`config.mk`:
```
export PLATFORM = sky130hd
export DESIGN_NAME = pcs_lane_align_ctrl
export DESIGN_NICKNAME = d
export VERILOG_FILES = /design/src/rtl/pcs_lane_align_ctrl.sv
export SDC_FILE = /design/constraint.sdc
export NUM_CORES = 1
export LEC_CHECK = 0
export CORE_MARGIN = 2
export CORE_UTILIZATION = 60
export DETAILED_ROUTE_END_ITERATION = 10
export GPL_ROUTABILITY_DRIVEN = 0
export HOLD_SLACK_MARGIN = 0.08
export PLACE_DENSITY_LB_ADDON = 0.1
export SYNTH_ARGS = -nofsm -noshare
export SYNTH_HDL_FRONTEND = slang
export SYNTH_SLANG_ARGS = --single-unit
```
`constraint.sdc`:
```
create_clock -name core_clk -period 4.1 [get_ports core_clk]
set_input_delay 0.615 -clock core_clk [delete_from_list [all_inputs] [get_ports core_clk]]
set_output_delay 0.615 -clock core_clk [all_outputs]
set_load 0.01 [all_outputs]
```
`src/rtl/pcs_lane_align_ctrl.sv`:
```
// RX multi-lane alignment controller: waits for block lock, deskews lanes by
// holding early deskew FIFOs, then flywheels on the alignment-marker period.
`timescale 1ns/1ps
module pcs_lane_align_ctrl #(
  parameter int unsigned NUM_LANES        = 4,
  parameter int unsigned AM_PERIOD        = 16384,
  parameter int unsigned MAX_SKEW         = 31,
  parameter int unsigned AM_INVALID_LIMIT = 4
) (
  input  logic                 core_clk,
  input  logic                 core_reset_n,
  input  logic [NUM_LANES-1:0] block_locked,
  input  logic [NUM_LANES-1:0] marker_detect,
  input  logic [NUM_LANES-1:0] bip_valid,
  output logic [NUM_LANES-1:0] fifo_rd_en,
  output logic                 fifo_flush,
  output logic                 align_status,
  output logic                 skew_error,
  output logic [15:0]          bip_err_cnt
);

  localparam int unsigned AM_W   = (AM_PERIOD > 1) ? $clog2(AM_PERIOD) : 1;
  localparam int unsigned SKEW_W = (MAX_SKEW > 0) ? $clog2(MAX_SKEW + 1) : 1;
  localparam int unsigned BAD_W  = $clog2(AM_INVALID_LIMIT + 1);
  localparam logic [AM_W-1:0]   AM_LAST   = AM_W'(AM_PERIOD - 1);
  localparam logic [SKEW_W-1:0] SKEW_LAST = SKEW_W'(MAX_SKEW);
  localparam logic [BAD_W-1:0]  BAD_LIMIT = BAD_W'(AM_INVALID_LIMIT);

  typedef enum logic [1:0] {WAIT_LOCK, FIND, ALIGNED} state_t;

  state_t                 state_q, state_d;
  logic [NUM_LANES-1:0]   seen_q, seen_d;
  logic [SKEW_W-1:0]      skew_q, skew_d;
  logic [AM_W-1:0]        am_cnt_q [NUM_LANES];
  logic [BAD_W-1:0]       bad_q    [NUM_LANES];
  logic [BAD_W-1:0]       bad_d    [NUM_LANES];
  logic [NUM_LANES-1:0]   rd_en_d;
  logic                   flush_d;
  logic                   skew_err_d;
  logic                   align_d;
  logic [15:0]            bip_d;
  logic [NUM_LANES-1:0]   hit;
  logic                   lost;
  logic [16:0]            bip_sum;

  // Marker phase tracking runs in every state so the flywheel is primed on entry to ALIGNED.
  always_ff @(posedge core_clk or negedge core_reset_n) begin
    if (!core_reset_n) begin
      for (int unsigned i = 0; i < NUM_LANES; i++) am_cnt_q[i] <= '0;
    end else begin
      for (int unsigned i = 0; i < NUM_LANES; i++) begin
        if (marker_detect[i] || (am_cnt_q[i] == AM_LAST)) am_cnt_q[i] <= '0;
        else                                              am_cnt_q[i] <= am_cnt_q[i] + AM_W'(1);
      end
    end
  end

  always_comb begin
    state_d    = state_q;
    seen_d     = seen_q;
    skew_d     = skew_q;
    bad_d      = bad_q;
    rd_en_d    = '1;
    flush_d    = 1'b0;
    skew_err_d = 1'b0;
    bip_d      = bip_err_cnt;
    hit        = seen_q | marker_detect;
    lost       = 1'b0;
    bip_sum    = {1'b0, bip_err_cnt};

    case (state_q)
      WAIT_LOCK: begin
        seen_d = '0;
        skew_d = '0;
        if (&block_locked) state_d = FIND;
      end
      FIND: begin
        if (&hit) begin
          state_d = ALIGNED;
          seen_d  = '0;
          skew_d  = '0;
        end else if (skew_q == SKEW_LAST) begin
          skew_err_d = 1'b1;
          flush_d    = 1'b1;
          seen_d     = '0;
          skew_d     = '0;
        end else begin
          seen_d  = hit;
          rd_en_d = ~hit;
          skew_d  = (|hit) ? skew_q + SKEW_W'(1) : '0;
        end
      end
      ALIGNED: begin
        for (int unsigned i = 0; i < NUM_LANES; i++) begin
          if (am_cnt_q[i] == AM_LAST)
            bad_d[i] = marker_detect[i] ? '0 : bad_q[i] + BAD_W'(1);
          else if (marker_detect[i])
            bad_d[i] = bad_q[i] + BAD_W'(1);
          if (bad_d[i] >= BAD_LIMIT) lost = 1'b1;
          if (marker_detect[i] && !bip_valid[i]) bip_sum = bip_sum + 17'd1;
        end
        bip_d = bip_sum[16] ? 16'hFFFF : bip_sum[15:0];
        if (lost) begin
          state_d = FIND;
          flush_d = 1'b1;
          for (int unsigned i = 0; i < NUM_LANES; i++) bad_d[i] = '0;
        end
      end
      default: state_d = WAIT_LOCK;
    endcase

    // Lock loss overrides every other decision taken above.
    if ((state_q != WAIT_LOCK) && !(&block_locked)) begin
      state_d    = WAIT_LOCK;
      flush_d    = 1'b1;
      skew_err_d = 1'b0;
      rd_en_d    = '1;
      seen_d     = '0;
      skew_d     = '0;
      for (int unsigned i = 0; i < NUM_LANES; i++) bad_d[i] = '0;
    end

    align_d = (state_d == ALIGNED);
  end

  always_ff @(posedge core_clk or negedge core_reset_n) begin
    if (!core_reset_n) begin
      state_q      <= WAIT_LOCK;
      seen_q       <= '0;
      skew_q       <= '0;
      for (int unsigned i = 0; i < NUM_LANES; i++) bad_q[i] <= '0;
      fifo_rd_en   <= '1;
      fifo_flush   <= 1'b0;
      align_status <= 1'b0;
      skew_error   <= 1'b0;
      bip_err_cnt  <= '0;
    end else begin
      state_q      <= state_d;
      seen_q       <= seen_d;
      skew_q       <= skew_d;
      bad_q        <= bad_d;
      fifo_rd_en   <= rd_en_d;
      fifo_flush   <= flush_d;
      align_status <= align_d;
      skew_error   <= skew_err_d;
      bip_err_cnt  <= bip_d;
    end
  end

endmodule

```
==> flow_metrics.py, run 1 <==
metrics = {
    "outcome": {
        "status": "completed",
    },
    "finish": {
        "n_fill_cell": 751,
        "drive_gt1_share_pct": 20.0,
        "final_net_count": 917,
        "antenna_cells": 0,
        "fin_area_um2": 8310,
        "synthToLayoutAreaGrowth_pct": 25.0,
        "stdcell_count": 1026,
    },
    "drt": {
        "wl_per_cell_um": 17.0,
        "drc": 0,
        "viasPerCell": 6.07,
        "vias": 6227,
        "dr.pass1.iters": 5,
        "drt_wl_total_mm": 17.5,
        "drt_iter0_drc": 521,
        "postRouteAntennaNets": 0,
    },
    "placement": {
        "post-place-ws_ns": -0.571,
        "place_inst": 1005,
        "post_dp_cell_area_um2": 7790,
        "port_buffers": 36,
        "dpl.hpwl_mm": 12.4,
    },
    "synth": {
        "synth_warnings": 0,
        "synth_top_flop_cell": "dfrtp_1",
        "synth_top_area_share_pct": 36.9,
        "synthTopCellsByArea": "dfrtp_1 (37%), xnor2_1 (7.1%), nor2_1 (5.4%), xor2_1 (5.3%), ha_1 (4.1%)",
        "synth-seq-area-share_pct": 38.5,
        "synth.most_common_cell": "dfrtp_1",
        "synth.avg_cell_area_um2": 8.72,
        "synth_common_cells": "dfrtp_1 (98), nor2_1 (96), nand2_1 (66)",
        "ys_ff_latch": 102,
        "syn-num-nets": 798,
        "synth-edff-count": 0,
        "ys_types": 72,
        "syn_area_um2": 6650,
        "yosys.area.top_type": "dfrtp_1",
        "synth_cells": 762,
        "synthArstFlopShare_pct": 100,
    },
    "die": {
        "coreArea_um2": 10800,
        "start_util_pct": 61.3,
        "die_h_um": 109,
        "die-area_um2": 11900,
        "pin_count": 37,
        "rows": 38,
        "die_w_um": 109,
    },
    "power": {
        "power_density_nw_per_um2": 572,
        "ir_worst_vdd_v": 0.000481,
        "leakagePower_uw": 0.00358,
    },
    "cts": {
        "clk_latency_ns": 0.39,
        "clk_path_buf_depth": 2,
        "cts_hold_repair.buffers": 0,
        "cts_tree": "built",
        "cts_sinks": 102,
        "clkTransAtPathRegs_ns": 0.10,
        "cts_buffers": 9,
        "cts-htree-levels": 3,
        "root_buffer": "clkbuf_8",
    },
    "timing": {
        "setup_viol": 0,
        "fin_hold_ws_ns": 0.321,
        "min_period_over_period_pct": 95.2,
        "fmax_mhz": 256,
        "slew_viol_final": 0,
        "worst_clock_skew_ns": 0.0101,
        "worst_pin_slew_ns": 0.987,
        "min_period_ns": 3.90,
        "finalHoldViolCount": 0,
        "relSlewSlack_pct": 33.7,
        "tns_ns": 0,
        "timing.final.ws_setup_ns": 0.199,
    },
    "run": {
        "maxCapViolCount": 0,
    },
    "grt": {
        "grt_first_pass_wirelength_mm": 27.1,
        "grt_max_degree": 56,
        "antenna_found_initial": 0,
        "grt_pass1_vias": 5892,
        "grt_usage_pct": 28.9,
        "grt_overflow": 0,
    },
    "worst_setup_path": {
        "critPathLaunchType": "register",
        "crit_arrival_ns": 4.21,
        "r2r_start": "bip_err_cnt[0]",
        "crit_start": "bip_err_cnt[0]",
        "crit_type": "reg2reg",
        "path_max_fanout": 5,
        "end_kind": "register",
        "critPathRequiredTime_ns": 4.41,
    },
    "hold_path": {
        "hold_class": "in2async",
    },
}
-- cell families after synthesis --
logic type	synth area share (%)
AO/OA/AOI/OAI	12.7
AND/OR/NAND/NOR	26.3
multiplexers	2.00
adder cells (fa/ha/maj)	4.14
buffers and inverters	3.61
flip-flops	38.5
XOR/XNOR	12.7
-- timing repair --
item                                    4_1_cts  5_1_grt
pin swaps                                     2       20
buffers inserted                              0        5
resized for setup                             9       46
endpoints found under the setup margin       16       16
-- critical path: stages, from the launching register on --
cell,delay (ns)
dfrtp_1,0.37
ha_1,0.27
nand3_1,0.13
or3_4,0.39
a2111o_1,0.43
buf_4,0.16
or4_1,0.43
and2_1,0.19
and4b_1,0.24
o211a_1,0.17
o211ai_1,0.14
or3b_4,0.47
o31a_1,0.27
a211oi_2,0.18
-- where the power goes --
group	switching, µW	internal, µW
clock network	362	343
logic	1500	1250
registers	166	1130
-- worst paths after layout --
path | endpoint | slack [ns] | cells past startpoint
min reg2reg | am_cnt_q[42] | 0.49 | 1
max reg2reg | bip_err_cnt[15] | 0.20 | 13
min in group core_clk | am_cnt_q[42] | 0.49 | 1
min | am_cnt_q[14] | 0.32 | 2
max | bip_err_cnt[15] | 0.20 | 13
max in group asynchronous | bip_err_cnt[0] | 3.27 | 2
-- state kept, by name (all words and copies together) (netlist names) --
name          flops
am_cnt_q         56
fifo_flush        1
fifo_rd_en        4
skew_q            5
bip_err_cnt      16
state_q           2
skew_error        1
bad_q            12
seen_q            4
align_status      1
-- placed cells by master (no fill, tap or decap), types with 7 or more instances in the layout --
master and instances:
buf_4 102, dfrtp_1 98, nor2_1 94, nand2_1 65, xnor2_1 52, xor2_1 38
nand3_1 35, a21oi_1 33, clkdlybuf4s50_1 33, o21ai_0 29, inv_1 26, nand4_1 21
ha_1 21, and3_1 17, and2_1 16, nor4_1 15, nor3_1 12, mux2i_1 11
clkbuf_8 9, or3_1 7
-- per-stage QoR --
step / util [%] / total power, µW
2_1_floorplan: - / 2720
3_3_place_gp: 71.9 / 3690
3_5_place_dp: 71.9 / 3760
4_1_cts: 74.2 / 4510
5_1_grt: 76.7 / 5030
6_report: 76.7 / 4750
-- metal layers --
| layer | GRT usage, % | vias up | share of wire (%) |
|---|---|---|---|
| li1 | - | 2930 | - |
| met1 | 37.2 | 3040 | 43 |
| met2 | 48.1 | 209 | 49 |
| met3 | 5.74 | 48 | 4.7 |
| met4 | 11.2 | 0 | 3.2 |
| met5 | 0 | - | 0 |
-- cell type report --
type / count / area, µm² / share of cell area (%)
timing repair buffer: 141 / 1170 / 14.1
inverter: 26 / 97.6 / 1.17
clock inverter: 6 / 86.3 / 1.04
sequential: 102 / 2560 / 30.8
tap: 140 / 175 / 2.11
clock buffer: 10 / 128 / 1.54
multi-input combinational: 601 / 4100 / 49.3
Note: power is estimated with default switching activity, not from simulation.
==> inputs of run 2 (changes only) <==
--- a/config.mk
+++ b/config.mk
@@ -11,6 +11,7 @@
 export GPL_ROUTABILITY_DRIVEN = 0
 export HOLD_SLACK_MARGIN = 0.08
 export PLACE_DENSITY_LB_ADDON = 0.1
+export SKIP_CTS_REPAIR_TIMING = 1
 export SYNTH_ARGS = -nofsm -noshare
 export SYNTH_HDL_FRONTEND = slang
 export SYNTH_SLANG_ARGS = --single-unit
==> constraint.sdc (replaced) <==
create_clock -name core_clk -period 4.1 [get_ports core_clk]
set_input_delay 0.615 -clock core_clk [delete_from_list [all_inputs] [get_ports core_clk]]
set_output_delay 0.615 -clock core_clk [all_outputs]
set_load 0.1 [all_outputs]
==> run 2 against run 1 <==
Register-to-register slack got worse by 0.08 ns. Count of clock-buffer cells in the layout stayed put. Non-clock buffer count grew 1. Largest power group unchanged.
==> flow_metrics.py, run 2 (synthesized netlist as in run 1, its figures left out) <==
metrics = {
    "outcome": {
        "status": "completed",
    },
    "timing": {
        "min_period_over_period_pct": 97.0,
        "tns_ns": 0,
        "min_period_ns": 3.98,
        "relSlewSlack_pct": 28.3,
        "worst_pin_slew_ns": 1.07,
        "setup_viol": 0,
        "worst_clock_skew_ns": 0.0170,
        "fmax_mhz": 251,
        "finalHoldViolCount": 0,
        "fin_hold_ws_ns": 0.355,
        "slew_viol_final": 0,
    },
    "worst_setup_path": {
        "cpPeakStageDelay_ns": 0.42,
        "crit_arrival_ns": 4.23,
        "path_max_fanout": 11,
        "cp_cell_sequence": "ha_2 -> nand3b_1 -> buf_4 -> xor3_1 -> nor3_4 -> o21ai_2 -> xor2_1 -> nand4_1 -> nor4_2 -> o211ai_1 -> or3b_4 -> a2111oi_2 -> a211oi_1",
        "end_kind": "register",
        "critPathLaunchType": "register",
        "slowest_stage": "dfrtp_4",
        "crit_family": "simple AND/OR/NAND/NOR gates",
        "path_buf_inv": 1,
        "crit_type": "reg2reg",
        "critPathRequiredTime_ns": 4.36,
    },
    "finish": {
        "n_fill_cell": 757,
        "antenna_cells": 0,
        "largest-register": "am_cnt_q",
        "reg.largest.list": "am_cnt_q x56, bip_err_cnt x16, bad_q x12",
        "mostFrequentLayoutCell": "buf_4",
        "final_cell_mix": "buf_4 (104), nor2_1 (96), dfrtp_1 (89)",
        "stdcell_count": 1026,
        "synthToLayoutAreaGrowth_pct": 24.7,
        "fin_util_pct": 76.5,
        "drive_gt1_share_pct": 21.3,
        "final_net_count": 918,
        "largest_reg_flops": 56,
    },
    "drt": {
        "dr.pass1.iters": 5,
        "viasPerCell": 6.03,
        "drt_iter0_drc": 670,
        "drc": 0,
        "wl_per_cell_um": 17.0,
        "vias": 6186,
        "drt_wl_total_mm": 17.5,
        "postRouteAntennaNets": 0,
    },
    "cts": {
        "cts_buffers": 9,
        "cts_tree": "built",
        "clkTransAtPathRegs_ns": 0.10,
        "cts-htree-levels": 3,
        "clk_path_buf_depth": 2,
        "clk_latency_ns": 0.39,
        "root_buffer": "clkbuf_8",
        "cts_sinks": 102,
    },
    "power": {
        "p_clk_share_pct": 12.3,
        "switching_power_uw": 2550,
        "ir_worst_vdd_v": 0.000630,
        "leakagePower_uw": 0.00360,
        "p_comb_share_pct": 62.4,
        "seq_power_share_pct": 25.3,
        "power_density_nw_per_um2": 636,
        "p_sw_share_pct": 48.3,
        "p_int_uw": 2720,
    },
    "die": {
        "die_w_um": 109,
        "coreArea_um2": 10800,
        "pin_count": 37,
        "die-area_um2": 11900,
        "die_h_um": 109,
        "start_util_pct": 61.3,
        "rows": 38,
    },
    "grt": {
        "grt_pass1_vias": 5945,
        "grt_max_degree": 74,
        "grt_usage_pct": 29.5,
        "grt_first_pass_wirelength_mm": 27.6,
        "grt_overflow": 0,
        "antenna_found_initial": 0,
    },
    "placement": {
        "port_buffers": 36,
        "dpl.hpwl_mm": 12.6,
        "place_inst": 1002,
    },
    "hold_path": {
        "hold_class": "in2async",
    },
    "run": {
        "maxCapViolCount": 0,
    },
}
[run 2: path summary, 6_finish.rpt]
check,start,end,slack [ns],cells past startpoint
worst min register to register,am_cnt_q[42],am_cnt_q[42],0.49,1
worst max-delay path,bip_err_cnt[0],bip_err_cnt[15],0.12,13
max in group asynchronous,core_reset_n,bip_err_cnt[4],2.77,2
worst min-delay path,core_reset_n,am_cnt_q[3],0.36,1
min in group core_clk,am_cnt_q[42],am_cnt_q[42],0.49,1
worst max register to register,bip_err_cnt[0],bip_err_cnt[15],0.12,13
[run 2: area by class of cell]
type / instances / area [µm²] / area share [%]
Clock buffer: 10 / 138 / 1.66
Timing Repair Buffer: 142 / 1170 / 14.2
Tap cell: 140 / 175 / 2.11
Multi-Input combinational cell: 601 / 4070 / 49.1
Sequential cell: 102 / 2570 / 31.0
Inverter: 26 / 97.6 / 1.18
Clock inverter: 5 / 57.6 / 0.694
[run 2: stage by stage]
stage	setup WS [ns]	cell area (µm²)	total power, µW
3_5_place_dp	-0.564	7790	4320
3_3_place_gp	-0.382	7790	4240
2_1_floorplan	0.00969	6670	3240
6_report	0.123	8290	5270
4_1_cts	-0.214	7980	4970
5_1_grt	-0.0867	8290	5540
[run 2: layer usage]
layer  vias up  wire [µm]  GRT usage, %
met4         0        551          11.8
li1       2933          -             -
met1      3019       7460          37.4
met3        48        826          5.08
met5         -          0             0
met2       186       8610          50.0
[run 2: power by group through the flow]
stage | Combinational, µW | Sequential [µW] | Clock [µW]
global route | 3500 | 1350 | 699
CTS | 2990 | 1320 | 659
floorplan | 1440 | 1800 | 0
finish | 3290 | 1330 | 650
global placement | 2900 | 1330 | 0
detailed placement | 2980 | 1340 | 0
==> inputs of run 3 (changes only) <==
--- a/config.mk
+++ b/config.mk
@@ -7,9 +7,11 @@
 export LEC_CHECK = 0
 export CORE_MARGIN = 2
 export CORE_UTILIZATION = 60
+export CTS_CLUSTER_SIZE = 16
 export DETAILED_ROUTE_END_ITERATION = 10
 export GPL_ROUTABILITY_DRIVEN = 0
 export HOLD_SLACK_MARGIN = 0.08
+export MAX_ROUTING_LAYER = met4
 export PLACE_DENSITY_LB_ADDON = 0.1
 export SKIP_CTS_REPAIR_TIMING = 1
 export SYNTH_ARGS = -nofsm -noshare
==> run 3 against run 2 <==
Register-to-register slack got worse by 0.03 ns. Critical endpoint unchanged. Wire length is 0.46% higher. First-iteration DRC count shrank 3.7%. Global-route usage rose by 0.88 points. Sequential cell count is the same. Count of clock-buffer cells in the layout stayed put. Non-clock buffer count did not move. Utilization did not move. Fmax decreased by 0.66%. Clock power is essentially flat. Setup slack got worse by 0.026 ns. Highest routed layer unchanged.
==> flow_metrics.py, run 3 (synthesized netlist as in run 1, its figures left out) <==
metrics = {
    "timing": {
        "finalHoldViolCount": 0,
        "worst_clock_skew_ns": 0.0158,
        "min_period_over_period_pct": 97.6,
        "setup_viol": 0,
        "min_period_ns": 4.00,
        "relSlewSlack_pct": 25.8,
        "worst_pin_slew_ns": 1.10,
        "slew_viol_final": 0,
        "tns_ns": 0,
        "fmax_mhz": 250,
    },
    "worst_setup_path": {
        "crit_type": "reg2reg",
        "cpPeakStageDelay_ns": 0.48,
        "crit_family": "simple AND/OR/NAND/NOR gates",
        "reg2reg_depth": 13,
        "critPathRequiredTime_ns": 4.35,
        "worstReg2RegEnd": "bip_err_cnt[15]",
        "end_kind": "register",
        "path_max_fanout": 5,
        "crit_arrival_ns": 4.26,
        "r2r_start": "bip_err_cnt[1]",
        "cp_cell_sequence": "ha_2 -> nand4bb_1 -> a21boi_1 -> buf_4 -> o311ai_2 -> nand2_1 -> xor2_1 -> nand4_1 -> nor4_2 -> o211ai_1 -> or3b_4 -> a2111oi_2 -> a211oi_1",
        "path_buf_inv": 1,
        "ff2ff_setup_slack_ns": 0.1,
        "slowest_stage": "dfrtp_4",
        "critPathLaunchType": "register",
    },
    "power": {
        "power_uw": 5270,
        "ir_worst_vdd_v": 0.000631,
        "power_density_nw_per_um2": 636,
        "leakagePower_uw": 0.00360,
    },
    "drt": {
        "drc": 0,
        "postRouteAntennaNets": 0,
        "viasPerCell": 6.06,
        "dr.pass1.iters": 7,
        "drt_wl_total_mm": 17.5,
        "drt_iter0_drc": 645,
        "vias": 6220,
        "wl_per_cell_um": 17.1,
    },
    "cts": {
        "cts_tree": "built",
        "cts_buffers": 9,
        "clk_path_buf_depth": 2,
        "cts_sinks": 102,
        "clk_latency_ns": 0.38,
        "root_buffer": "clkbuf_8",
        "cts-htree-levels": 3,
        "clkTransAtPathRegs_ns": 0.10,
    },
    "grt": {
        "grt_max_degree": 74,
        "grt_pass1_vias": 5954,
        "grt_first_pass_wirelength_mm": 27.6,
        "grt_usage_pct": 30.4,
        "antenna_found_initial": 0,
        "grt_overflow": 0,
    },
    "finish": {
        "fin_area_um2": 8290,
        "final_cell_mix": "buf_4 (104), nor2_1 (96), dfrtp_1 (89)",
        "largest-register": "am_cnt_q",
        "drive_gt1_share_pct": 21.3,
        "antenna_cells": 0,
        "final_net_count": 918,
        "stdcell_count": 1026,
        "synthToLayoutAreaGrowth_pct": 24.7,
        "n_fill_cell": 757,
        "reg.largest.list": "am_cnt_q x56, bip_err_cnt x16, bad_q x12",
        "mostFrequentLayoutCell": "buf_4",
        "largest_reg_flops": 56,
    },
    "die": {
        "coreArea_um2": 10800,
        "die_h_um": 109,
        "die_w_um": 109,
        "pin_count": 37,
        "start_util_pct": 61.3,
        "die-area_um2": 11900,
        "rows": 38,
    },
    "outcome": {
        "status": "completed",
    },
    "run": {
        "maxCapViolCount": 0,
    },
    "hold_path": {
        "hold_class": "in2async",
    },
    "placement": {
        "dpl.hpwl_mm": 12.6,
        "port_buffers": 36,
        "place_inst": 1002,
        "post_dp_cell_area_um2": 7790,
    },
}
-- run 3: worst register-to-register path, stage by stage, from the launching register on --
cell and delay, ns:
dfrtp_4 0.48, ha_2 0.34, nand4bb_1 0.13, a21boi_1 0.17
buf_4 0.17, o311ai_2 0.37, nand2_1 0.18, xor2_1 0.30
nand4_1 0.28, nor4_2 0.39, o211ai_1 0.19, or3b_4 0.42
a2111oi_2 0.36, a211oi_1 0.12
-- run 3: per-stage QoR --
step | setup slack [ns] | hold WS (ns) | utilization, %
after floorplan | 0.00969 | 0.319 | -
after global placement | -0.382 | 0.455 | 71.8
after detailed placement | -0.564 | 0.475 | 71.8
after CTS | -0.214 | 0.393 | 73.6
after global routing | -0.0679 | 0.428 | 76.5
final | 0.0968 | 0.357 | 76.5
-- run 3: worst max-delay path by stage --
stage	from	to	slack, ns	cells after the start
2_1_floorplan	bip_valid[0]	bip_err_cnt[15]	0.01	15
3_3_place_gp	marker_detect[0]	bip_err_cnt[15]	-0.38	13
3_5_place_dp	marker_detect[0]	bip_err_cnt[15]	-0.56	14
4_1_cts	marker_detect[0]	bip_err_cnt[15]	-0.21	14
5_1_grt	bip_err_cnt[1]	bip_err_cnt[15]	-0.07	13
6_report	bip_err_cnt[1]	bip_err_cnt[15]	0.1	13
-- run 3: layout make-up --
type	count	area (µm²)	share of cell area, %
well taps	140	175	2.11
inverters	26	97.6	1.18
multi-input cells	601	4070	49.1
clock buffers	10	138	1.66
repair buffers	142	1170	14.2
clock inverters	5	57.6	0.694
flip-flops and latches	102	2570	31.0
-- run 3: where the power goes --
part           leakage [µW]  switching, µW  internal [µW]  total [µW]
Clock              0.000103            353            297         650
Combinational       0.00217           2000           1280        3290
Sequential          0.00133            192           1140        1340
Total               0.00360           2550           2720        5270
-- run 3: metal layers --
layer	wire, µm	part of all wire [%]	vias to the layer above	track usage [%]
met1	7540	43	3024	37.6
li1	-	-	2941	-
met2	8630	49	202	50.0
met4	543	3.1	0	11.8
met5	0	0	-	-
met3	823	4.7	53	4.78
